--- config.mk ---
export PLATFORM = sky130hd
export DESIGN_NAME = gbe_rst_sequencer
export DESIGN_NICKNAME = d
export VERILOG_FILES = /design/src/rtl/gbe_rst_sequencer.sv
export SDC_FILE = /design/constraint.sdc
export NUM_CORES = 1
export LEC_CHECK = 0
export CORE_MARGIN = 5
export CORE_UTILIZATION = 40
export DETAILED_ROUTE_END_ITERATION = 10
export GPL_ROUTABILITY_DRIVEN = 0
export MAX_ROUTING_LAYER = met4
export PLACE_DENSITY = 0.75
export SYNTH_ARGS = -nofsm -noshare
export SYNTH_HDL_FRONTEND = slang
export SYNTH_SLANG_ARGS = --single-unit
export TNS_END_PERCENT = 100
--- constraint.sdc ---
create_clock -name user_clk -period 1.9 [get_ports user_clk]
set_input_delay 0.38 -clock user_clk [delete_from_list [all_inputs] [get_ports user_clk]]
set_output_delay 0.38 -clock user_clk [all_outputs]
set_load 0.005 [all_outputs]
--- src/rtl/gbe_rst_sequencer.sv ---
// gbe_rst_sequencer: power-on/software core reset pulse, link-up wait with timeout, TX gating and status readback.
// Optional macro GBE_RST_AUTO_RETRY_EN re-runs the reset sequence on timeout up to MAX_RETRIES times.
module gbe_rst_sequencer #(
  parameter int RST_CYCLES   = 16,
  parameter int LINK_TIMEOUT = 1024,
  parameter int MAX_RETRIES  = 3
) (
  input  logic        user_clk,
  input  logic        user_rst,
  input  logic [31:0] ctrl_in,
  input  logic        link_up,
  output logic        gbe_rst,
  output logic        tx_en,
  output logic [31:0] status_out
);
  typedef enum logic [2:0] {IDLE = 3'd0, RESET = 3'd1, WAIT_LINK = 3'd2, RUN = 3'd3, FAULT = 3'd4} state_t;
  localparam int PW = $clog2(RST_CYCLES + 1);
  localparam int TW = $clog2(LINK_TIMEOUT + 1);
  localparam logic [PW-1:0] P_LAST = PW'(RST_CYCLES - 1);
  localparam logic [TW-1:0] T_LAST = TW'(LINK_TIMEOUT - 1);
  state_t        r_state;
  logic [PW-1:0] r_pcnt;
  logic [TW-1:0] r_tcnt;
  logic [7:0]    r_rst_count;
  logic          r_timeout_flag;
  logic          r_prev;
  logic [31:0]   r_status;
  logic [7:0]    w_retry_cnt;
  logic          w_may_retry;
  logic          w_restart;
  logic          w_unused;
  assign w_restart  = ctrl_in[0] & ~r_prev & (r_state != RESET);
  assign gbe_rst    = (r_state == RESET);
  assign tx_en      = (r_state == RUN) & ctrl_in[1];
  assign status_out = r_status;
`ifdef GBE_RST_AUTO_RETRY_EN
  logic [7:0] r_retry_cnt;
  logic       w_timeout;
  assign w_timeout   = (r_state == WAIT_LINK) & ~link_up & (r_tcnt == T_LAST);
  assign w_may_retry = (r_retry_cnt < 8'(MAX_RETRIES));
  assign w_retry_cnt = r_retry_cnt;
  assign w_unused    = ^ctrl_in[31:2];
  always_ff @(posedge user_clk) begin
    if (user_rst || w_restart || (r_state == WAIT_LINK && link_up)) r_retry_cnt <= 8'd0;
    else if (w_timeout && w_may_retry) r_retry_cnt <= r_retry_cnt + 8'd1;
  end
`else
  assign w_may_retry = 1'b0;
  assign w_retry_cnt = 8'd0;
  assign w_unused    = ^{ctrl_in[31:2], 8'(MAX_RETRIES)};
`endif
  always_ff @(posedge user_clk) begin
    if (user_rst) begin
      r_state        <= RESET;
      r_pcnt         <= '0;
      r_tcnt         <= '0;
      r_rst_count    <= 8'd0;
      r_timeout_flag <= 1'b0;
      r_prev         <= 1'b0;
      r_status       <= 32'd1;
    end else begin
      r_prev   <= ctrl_in[0];
      r_status <= {8'd0, w_retry_cnt, r_rst_count, 3'd0, r_timeout_flag, link_up, r_state};
      // a software request outranks any link or timeout event this cycle
      if (w_restart) begin
        r_state        <= RESET;
        r_pcnt         <= '0;
        r_rst_count    <= r_rst_count + 8'd1;
        r_timeout_flag <= 1'b0;
      end else begin
        case (r_state)
          RESET: begin
            if (r_pcnt == P_LAST) begin
              r_state <= WAIT_LINK;
              r_tcnt  <= '0;
            end else r_pcnt <= r_pcnt + 1'b1;
          end
          WAIT_LINK: begin
            if (link_up) r_state <= RUN;
            else if (r_tcnt == T_LAST) begin
              r_timeout_flag <= 1'b1;
              if (w_may_retry) begin
                r_state     <= RESET;
                r_pcnt      <= '0;
                r_rst_count <= r_rst_count + 8'd1;
              end else r_state <= FAULT;
            end else r_tcnt <= r_tcnt + 1'b1;
          end
          RUN: begin
            if (!link_up) begin
              r_state <= WAIT_LINK;
              r_tcnt  <= '0;
            end
          end
          default: ;
        endcase
      end
    end
  end
endmodule

## Word-level counts from Yosys, hierarchy flattened

Cells that the tools add are included.

- Register bits: 61
- Bits of input ports: 35
- Output and inout port bits: 34
- Logic and storage cells: 45

- Add/subtract/negate cells: 3
- Equality and inequality tests: 11
- Muxes and demuxes: 10
- Bitwise logic cells: 7
- Reductions and logical operators: 6

Operators with widths:

| kind | count |
|---|---|
| 11-bit 2-to-1 mux | 4 |
| 11-bit case mux with 3 select lines | 1 |
| 3-bit 2-to-1 mux | 4 |
| 11-bit by 1-bit adder with 11-bit output, second input constant | 1 |
| 11-bit by 10-bit == test with 1-bit output, second input constant | 1 |
| 3-bit case mux with 3 select lines | 1 |
| 8-bit by 1-bit adder with 8-bit output, second input constant | 1 |
| 3-bit by 2-bit == test with 1-bit output, second input constant | 2 |
| 2-bit inequality test, second input constant | 3 |
| 6-bit AND reduction | 1 |
| 5-bit by 1-bit adder with 5-bit output, second input constant | 1 |
| 5-bit by 4-bit == test with 1-bit output, second input constant | 1 |
| 1-bit inverter | 4 |
| 4-bit AND reduction | 1 |
| 1-bit bitwise AND | 3 |
| 3-bit by 1-bit == test with 1-bit output, second input constant | 1 |
| 3-bit by 1-bit inequality test with 1-bit output, second input constant | 1 |
| 3-bit inequality test, second input constant | 1 |
| 3-bit AND reduction | 1 |
| 3-bit nonzero test | 1 |
| 2-bit by 1-bit inequality test with 1-bit output, second input constant | 1 |
| 2-bit AND reduction | 1 |
| 2-bit OR reduction | 1 |

## Depth between registers and ports, before layout

Gate-level depths: netlist of run 1.

- Depth in word-level cells: 5
- Depth in mapped cells: 7
- Gate-level depth less buffers: 7

## Worst setup path before layout of run 1

OpenSTA, ideal clock, no wires.

- Path type: register to register
- Start point: register r_tcnt[0]
- End point: register r_tcnt[4]
- Setup time: 117 ps
- Arrival time: 1771 ps
- Required time: 1783 ps
- Path slack: 11 ps
- Stages on the path, launching flop included: 7
- Buffers on the path: 1
- Clock period less this slack: 1889 ps
- Cell sequence: dfxtp_1 -> ha_1 -> nand3_2 -> or4b_1 -> clkbuf_1 -> and2_1 -> a32o_1

- Cells in the longest elaborated chain, start to end: 4
- Elaborated cells between the ends (all ways): 7
- Those cells by class: 1 x add/sub; 2 x eq/ne; 3 x mux; 1 x reduce/logical

RTL lines:

| element | RTL line | source |
|---|---|---|
| start, declared | 23 | `logic [TW-1:0] r_tcnt;` |
| start signal, assigned | 87 | `end else r_tcnt <= r_tcnt + 1'b1;` |
| 11-bit by 1-bit adder with 11-bit output | 87 |  |
| 11-bit 2-to-1 mux | 80 | `else if (r_tcnt == T_LAST) begin` |
| 11-bit 2-to-1 mux | 79 | `if (link_up) r_state <= RUN;` |
| 11-bit case mux with 3 select lines | 71 | `case (r_state)` |

Several ways; a longest one is shown, not always the timed one. The select of a mux whose other input is x is not followed.
A chain may end at the register's enable or synchronous reset.

## Final worst setup path of run 1

- Start point: register r_tcnt[0]
- End point: register r_state[2]

- Cells in the longest elaborated chain, start to end: 3

RTL lines:

| element | RTL line | source |
|---|---|---|
| 11-bit by 10-bit == test with 1-bit output | 80 |  |
| 3-bit inequality test (no line) | n/a |  |
| 4-bit AND reduction (no line) | n/a |  |
| end signal, assigned | 79 |  |
| end signal, assigned | 83 | `r_state <= RESET;` |
| end signal, assigned | 86 | `end else r_state <= FAULT;` |
| end, declared | 21 | `state_t r_state;` |

Every way passes these cells.

==> results of run 1 <==
==> worst paths after layout <==
path,to,cells after the start,slack (ns),start
worst max-delay path,r_state[2],5,0.0004,r_tcnt[0]
worst min register to register,r_tcnt[10],2,0.44,r_tcnt[10]
worst min-delay path,r_tcnt[10],2,0.44,r_tcnt[10]
worst max register to register,r_state[2],5,0.0004,r_tcnt[0]
==> worst max-delay path: stages (launching register included) <==
cell     delay (ns)
dfxtp_1        0.35
ha_2           0.19
nand3_2        0.09
or4b_4         0.55
or4b_4         0.51
a21oi_2        0.15
==> metal layers <==
| layer | share of wire, % | up-vias | global-route usage (%) | routed length, um |
|---|---|---|---|---|
| li1 | - | 831 | - | - |
| met5 | 0 | - | - | 0 |
| met3 | 6.7 | 5 | 3.36 | 273 |
| met1 | 41 | 795 | 15.9 | 1680 |
| met2 | 50 | 56 | 21.4 | 2060 |
| met4 | 1.6 | 0 | 6.59 | 66 |
==> per-stage QoR <==
stage	power (W)	hold WS, ns	setup slack (ns)	instance area, sq um
final	0.00166	0.436	0.000393	2510
after global routing	0.00174	0.455	-0.0160	2510
after CTS	0.00168	0.440	0.0128	2490
after detailed placement	0.000991	0.429	-0.0338	2370
after global placement	0.000989	0.420	-0.0501	2370
after floorplan	0.000980	0.408	0.0111	2050
==> registers in the layout (all words and copies together), names as in the netlist <==
register        cells
r_prev              1
r_tcnt             11
r_rst_count         8
r_timeout_flag      1
status_out         13
r_pcnt              5
r_state             3
==> repair_timing <==
| item | in CTS | in global routing |
|---|---|---|
| resized for setup | 6 | 6 |
| pin swaps | 1 | 0 |
| setup endpoints to repair | 2 | 4 |
==> layout by cell type (no fill, tap or decap), types with 5 or more instances in the layout <==
cell,count
a21oi_1,5
and3_1,6
buf_4,28
clkbuf_8,5
clkdlybuf4s50_1,17
conb_1,19
dfxtp_1,40
inv_1,8
nand2_1,7
nor2_1,18
nor2b_1,12
nor3_1,6
nor4_1,5
o21ai_0,9
xnor2_1,6
==> logic make-up after synthesis <==
group | after synthesis | share of synthesized area, %
AND/OR/NAND/NOR | 81 | 24.1
buffers and inverters | 36 | 10.8
other | 1 | 0.190
adder cells (fa/ha/maj) | 4 | 2.53
flip-flops | 42 | 42.5
AO/OA/AOI/OAI | 41 | 14.7
multiplexers | 3 | 1.64
XOR/XNOR | 8 | 3.54
==> report_power, final <==
group / switching [W] / total, W / internal, W
clock: 0.000297 / 0.000688 / 0.000392
combinational: 0.0000446 / 0.0000787 / 0.0000341
sequential: 0.00000552 / 0.000893 / 0.000887
==> final cells by class <==
type | count | share of cell area (%)
Tap cell | 67 | 3.34
Sequential cell | 42 | 33.6
Clock inverter | 2 | 1.49
Clock buffer | 6 | 2.89
Timing Repair Buffer | 49 | 17.1
Multi-Input combinational cell | 156 | 40.4
Inverter | 8 | 1.20
==> impl_metrics.py, run 1 <==
metrics = {
    "floorplanning": {
        "die_y_um": 80.3,
        "die_w_um": 80.3,
        "die-area_sq_um": 6450,
        "core-area_sq_um": 4750,
        "io_pins": 69,
        "start_util_pct": 41.6,
        "row_count": 25,
    },
    "cells_and_area": {
        "syn2layout_area_growth_pct": 27.0,
        "layout-drive-gt1-share_pct": 20.2,
        "utilization_pct": 52.8,
        "seq_area_sq_um": 843,
        "nFillCells": 456,
        "diodes": 0,
        "nNetsFinal": 301,
        "final_cells": 330,
        "multi_input_area_sq_um": 1020,
    },
    "placed_design": {
        "hpwl_mm": 2.97,
        "io_buffer_count": 19,
        "place_inst": 322,
    },
    "cts": {
        "ctsHtreeMaxLevel": 2,
        "clkSlewWorstSetupHoldPaths_ns": 0.08,
        "clk_path_buf_depth": 2,
        "cts_tree": "built",
        "root_buffer": "clkbuf_8",
        "numCtsBuffers": 5,
        "postCtsSetupBuffers": 0,
        "clock_latency_ns": 0.30,
        "cts-hold-fix-buffers": 0,
        "clkSinkCount": 42,
    },
    "route": {
        "wl_per_cell_um": 12.4,
        "dr_total_vias": 1687,
        "firstDrtPassIters": 4,
        "wl_mm": 4.08,
        "drt_iter0_markers": 65,
        "ant_nets": 0,
        "vias_per_cell": 5.11,
        "drc": 0,
    },
    "worst_setup_path": {
        "critPathCaptureType": "register",
        "worstSetupPathType": "register to register",
        "crit_required_ns": 2.13,
        "path_max_fanout": 2,
        "start_kind": "register",
        "crit_arrival_ns": 2.13,
    },
    "sta": {
        "hold_viol": 0,
        "setup_viol": 0,
        "fin_tns_setup_ns": 0,
        "min_period_ns": 1.90,
        "fin_crit_sh_pct": 100,
        "fmax_mhz": 526,
        "slew_viol_final": 0,
        "skew_ns": 0.00535,
    },
    "synthesis": {
        "netlist_instances": 216,
        "synth_top_cells_by_count": "dfxtp_1, buf_4, nor2_1, nor2b_1, o21ai_0",
        "ys_seq_area_share_pct": 42.5,
        "yosysTopAreaCellShare_pct": 42.5,
        "synth_seq_cells": 42,
        "synth.most_common_cell": "dfxtp_1",
        "yosysUniqueCellTypes": 53,
        "synth_edf_count": 0,
        "async_flop_share_pct": 0,
        "avgSynthCellArea_sq_um": 9.16,
        "synth_top_area_cell": "dfxtp_1",
        "yosys_warnings": 0,
        "synthesis.area_sq_um": 1980,
        "synth_ff_type": "dfxtp_1",
        "synth_area_leaders": "dfxtp_1, buf_4, nor2b_1",
    },
    "grt": {
        "grt.total_usage_pct": 13.5,
        "antenna_found_initial": 0,
        "gr-total-overflow": 0,
        "grt_pass1_vias": 1529,
        "grt_max_degree": 32,
        "grt_pass1_wl_mm": 6.69,
    },
    "power_and_ir_drop": {
        "vdd_drop_max_uv": 468,
        "powerDensity_nw_per_um2": 661,
        "p_leak_nw": 0.981,
    },
    "flow_run": {
        "cap_violations": 0,
    },
    "outcome": {
        "run_status": "complete, no violations",
    },
    "worst_hold_path": {
        "min_path_type": "register to register",
    },
}
(Power assumes the default switching activity.)
==> run 2: changes to the inputs <==
--- a/config.mk
+++ b/config.mk
@@ -13,2 +13,3 @@
 export PLACE_DENSITY = 0.75
+export RECOVER_POWER = 25
 export SYNTH_ARGS = -nofsm -noshare
--- a/constraint.sdc
+++ b/constraint.sdc
@@ -3,2 +3,2 @@
 set_output_delay 0.38 -clock user_clk [all_outputs]
-set_load 0.005 [all_outputs]
+set_load 0.1 [all_outputs]
==> run 2 against run 1 <==
Clock-buffer cell count stayed put. Sequential cell count stayed put. Core utilization is 0.39 points higher. Setup slack better by 0.056 ns. Register-to-register slack better by 0.06 ns. Die area stayed put. Critical path type unchanged. Critical endpoint unchanged. Largest cell class unchanged.
==> impl_metrics.py, run 2 (synthesis results as in run 1) <==
metrics = {
    "cells_and_area": {
        "layout-drive-gt1-share_pct": 28.5,
        "largest_reg_flops": 13,
        "utilization_pct": 53.2,
        "design_area_sq_um": 2530,
        "diodes": 0,
        "final_common_cell": "buf_4",
        "syn2layout_area_growth_pct": 28.0,
        "final_cell_mix": "buf_4, dfxtp_1, conb_1, nor2_1, nor2b_1",
        "nFillCells": 461,
        "nNetsFinal": 301,
    },
    "cts": {
        "cts_tree": "built",
        "root_buffer": "clkbuf_8",
        "clock_latency_ns": 0.30,
        "clkSinkCount": 42,
        "numCtsBuffers": 5,
        "clk_path_buf_depth": 2,
        "ctsHtreeMaxLevel": 2,
        "clkSlewWorstSetupHoldPaths_ns": 0.08,
    },
    "worst_setup_path": {
        "crit_required_ns": 2.13,
        "path_max_fanout": 2,
        "crit_arrival_ns": 2.07,
        "critPathCaptureType": "register",
        "worstSetupPathType": "register to register",
        "start_kind": "register",
    },
    "outcome": {
        "run_status": "complete, no violations",
    },
    "route": {
        "drt_iter0_markers": 79,
        "drc": 0,
        "dr_total_vias": 1659,
        "wl_per_cell_um": 13.0,
        "ant_nets": 0,
        "vias_per_cell": 5.03,
        "firstDrtPassIters": 5,
        "wl_mm": 4.28,
    },
    "power_and_ir_drop": {
        "p_comb_share_pct": 12.8,
        "switchingPower_w": 0.000528,
        "powerDensity_nw_per_um2": 725,
        "p_seq_share_pct": 48.7,
        "p_leak_nw": 1.01,
        "p_sw_share_pct": 28.8,
        "p_int_w": 0.00131,
        "clkPwrFrac_pct": 38.5,
        "vdd_drop_max_uv": 432,
    },
    "sta": {
        "finalWorstSetupSlack_ns": 0.0566,
        "fmax_mhz": 542,
        "skew_ns": 0.00479,
        "fin_tns_setup_ns": 0,
        "hold_viol": 0,
        "fin_crit_sh_pct": 97.0,
        "min_period_ns": 1.84,
        "slew_viol_final": 0,
        "whs_ns": 0.430,
        "rsz0062_at_grt": "false",
        "setup_viol": 0,
    },
    "floorplanning": {
        "io_pins": 69,
        "row_count": 25,
        "die_w_um": 80.3,
        "start_util_pct": 41.6,
        "die_y_um": 80.3,
        "die-area_sq_um": 6450,
        "core-area_sq_um": 4750,
    },
    "grt": {
        "grt_pass1_wl_mm": 6.84,
        "gr-total-overflow": 0,
        "grt_max_degree": 24,
        "antenna_found_initial": 0,
        "grt.total_usage_pct": 13.9,
        "grt_pass1_vias": 1536,
    },
    "placed_design": {
        "io_buffer_count": 19,
        "place_area_sq_um": 2350,
        "post-place-ws_ns": -0.0479,
        "hpwl_mm": 3.06,
    },
    "worst_hold_path": {
        "min_path_type": "register to register",
    },
    "flow_run": {
        "cap_violations": 0,
    },
}
-- run 2: area by class of cell --
type	count	area [sq um]	area share, %
multi-input cells	156	1050	41.6
flip-flops and latches	42	847	33.5
repair buffers	49	407	16.1
well taps	67	83.8	3.31
clock buffers	6	72.6	2.87
clock inverters	2	37.5	1.48
inverters	8	30.0	1.19
-- run 2: path summary, 6_finish.rpt --
check	from	endpoint	slack, ns	depth (start not counted)
worst min-delay path	r_tcnt[10]	r_tcnt[10]	0.43	2
worst max-delay path	r_tcnt[0]	r_state[2]	0.06	5
worst max register to register	r_tcnt[0]	r_state[2]	0.06	5
worst min register to register	r_tcnt[10]	r_tcnt[10]	0.43	2
-- run 2: stage by stage --
step,power (W),instances
2_1_floorplan,0.00115,234
3_3_place_gp,0.00115,319
3_5_place_dp,0.00115,319
4_1_cts,0.00185,328
5_1_grt,0.00189,330
6_report,0.00184,330
-- run 2: routing by layer --
layer  track usage (%)  wire length, um  vias up
li1                  -                -      830
met4              6.42               69        0
met2              22.7             2110       53
met5                 -                0        -
met3              3.59              248        7
met1              16.0             1860      769
-- run 2: worst max-delay path, stage by stage, from the launching register on --
cell,delay (ns)
dfxtp_2,0.34
ha_2,0.19
nand3_2,0.09
or4b_4,0.54
or4b_1,0.48
a21oi_1,0.15
-- run 2: power groups by stage --
stage	combinational (W)	clock (W)	sequential (W)
2_1_floorplan	0.000225	0	0.000921
3_3_place_gp	0.000232	0	0.000913
3_5_place_dp	0.000234	0	0.000914
4_1_cts	0.000234	0.000724	0.000893
5_1_grt	0.000245	0.000755	0.000895
6_report	0.000235	0.000707	0.000894
-- run 2: timing repair --
action,4_1_cts,5_1_grt
hold buffers,0,0
pin swaps,1,3
endpoints found under the setup margin,2,7
endpoints found under the hold margin,0,0
setup buffers,1,2
resized for setup,1,12
==> run 3: changes to the inputs <==
RECOVER_POWER = default   (was 25)
SKIP_LAST_GASP = 1   (was default)
==> run 3 against run 2 <==
Core utilization down 0.053 points. Combinational power about the same. Via count up 0.78%.
==> impl_metrics.py, run 3 (synthesis results as in run 1) <==
metrics = {
    "worst_setup_path": {
        "crit_path_cell_trace": "ha_2 > nand3_2 > or4b_4 > or4b_1 > a21oi_1",
        "cp.depth": 5,
        "crit_path_max_incr_delay_ns": 0.54,
        "reg2reg_depth": 5,
        "critical-path-top-delay-family": "simple AND/OR/NAND/NOR gates",
        "crit_required_ns": 2.13,
        "critPathCaptureType": "register",
        "start_kind": "register",
        "crit_arrival_ns": 2.07,
        "critical_path.n_buffers_inverters": 0,
        "worstSetupPathType": "register to register",
        "cp_slowest_cell": "or4b_4",
        "path_max_fanout": 2,
    },
    "sta": {
        "min_period_ns": 1.84,
        "whs_ns": 0.431,
        "fmax_mhz": 543,
        "slew_viol_final": 0,
        "fin_crit_sh_pct": 96.9,
        "skew_ns": 0.00408,
        "rsz0062_at_grt": "true",
        "finalWorstSetupSlack_ns": 0.0596,
        "setup_viol": 0,
        "hold_viol": 0,
    },
    "power_and_ir_drop": {
        "p_sw_share_pct": 28.7,
        "powerDensity_nw_per_um2": 726,
        "switchingPower_w": 0.000527,
        "p_leak_nw": 1.02,
        "vdd_drop_max_uv": 430,
        "p_comb_share_pct": 12.8,
        "p_seq_share_pct": 48.7,
        "clkPwrFrac_pct": 38.5,
        "p_int_w": 0.00131,
    },
    "placed_design": {
        "hpwl_mm": 3.06,
        "io_buffer_count": 19,
        "post-place-ws_ns": -0.0479,
        "place_inst": 319,
    },
    "cts": {
        "clk_path_buf_depth": 2,
        "clock_latency_ns": 0.30,
        "numCtsBuffers": 5,
        "clkSinkCount": 42,
        "cts_tree": "built",
        "clkSlewWorstSetupHoldPaths_ns": 0.08,
        "ctsHtreeMaxLevel": 2,
        "root_buffer": "clkbuf_8",
    },
    "cells_and_area": {
        "syn2layout_area_growth_pct": 27.8,
        "nNetsFinal": 301,
        "final_cells": 330,
        "seq_area_sq_um": 847,
        "final_common_cell": "buf_4",
        "nFillCells": 461,
        "multi_input_area_sq_um": 1050,
        "final_cell_mix": "buf_4, dfxtp_1, conb_1, nor2_1, nor2b_1",
        "diodes": 0,
        "largest_reg_flops": 13,
        "layout-drive-gt1-share_pct": 28.1,
    },
    "floorplanning": {
        "die-area_sq_um": 6450,
        "row_count": 25,
        "die_w_um": 80.3,
        "die_y_um": 80.3,
        "core-area_sq_um": 4750,
        "io_pins": 69,
        "start_util_pct": 41.6,
    },
    "route": {
        "drc": 0,
        "wl_per_cell_um": 12.9,
        "firstDrtPassIters": 4,
        "ant_nets": 0,
        "dr_total_vias": 1672,
        "vias_per_cell": 5.07,
        "wl_mm": 4.27,
        "drt_iter0_markers": 51,
    },
    "flow_run": {
        "cap_violations": 0,
    },
    "outcome": {
        "run_status": "complete, no violations",
    },
    "grt": {
        "antenna_found_initial": 0,
        "grt.total_usage_pct": 13.9,
        "grt_pass1_wl_mm": 6.84,
        "grt_max_degree": 24,
        "grt_pass1_vias": 1536,
        "gr-total-overflow": 0,
    },
    "worst_hold_path": {
        "whs_path_depth": 2,
        "min_path_type": "register to register",
    },
}
-- run 3: power by group through the flow --
stage | logic (W) | clock network [W] | registers (W)
global placement | 0.000232 | 0 | 0.000913
global route | 0.000245 | 0.000755 | 0.000895
floorplan | 0.000225 | 0 | 0.000921
finish | 0.000236 | 0.000706 | 0.000894
CTS | 0.000234 | 0.000724 | 0.000893
detailed placement | 0.000234 | 0 | 0.000914
-- run 3: stage by stage --
step	util (%)	setup TNS (ns)	area (sq um)	power [W]
CTS	52.0	0	2470	0.00185
detailed placement	49.5	-0.117	2350	0.00115
finish	53.2	0	2530	0.00184
global placement	49.5	-0.0822	2350	0.00115
global route	53.2	-0.0225	2530	0.00189
floorplan	-	-3.99	2080	0.00115
-- run 3: layout make-up --
cell class	count	area share, %
clock buffer	6	2.87
tap	67	3.32
multi-input combinational	156	41.6
timing repair buffer	49	16.1
sequential	42	33.5
clock inverter	2	1.48
inverter	8	1.19
-- run 3: timing repair --
item / CTS / global route
buffers inserted: 1 / 2
resized for setup: 1 / 11
pin swaps: 1 / 2
hold buffers: 0 / 0
setup endpoints to repair: 2 / 7
-- run 3: path summary, 6_finish.rpt --
path                            slack [ns]  startpoint          to
worst max-delay path                  0.06   r_tcnt[0]  r_state[2]
worst min-delay path                  0.43  r_tcnt[10]  r_tcnt[10]
worst max register to register        0.06   r_tcnt[0]  r_state[2]
worst min register to register        0.43  r_tcnt[10]  r_tcnt[10]
-- run 3: layer usage --
layer | vias up | part of all wire, % | wire length, um | global-route usage (%)
li1 | 830 | - | - | -
met1 | 783 | 43 | 1820 | 16.0
met2 | 50 | 49 | 2090 | 22.7
met3 | 9 | 6.4 | 275 | 3.59
met4 | 0 | 1.8 | 78 | 6.42
met5 | - | 0 | 0 | -
-- run 3: worst register-to-register path, cell delays in order (launching register included) --
cell     delay, ns
dfxtp_2       0.34
ha_2          0.19
nand3_2       0.09
or4b_4        0.54
or4b_1        0.48
a21oi_1       0.15
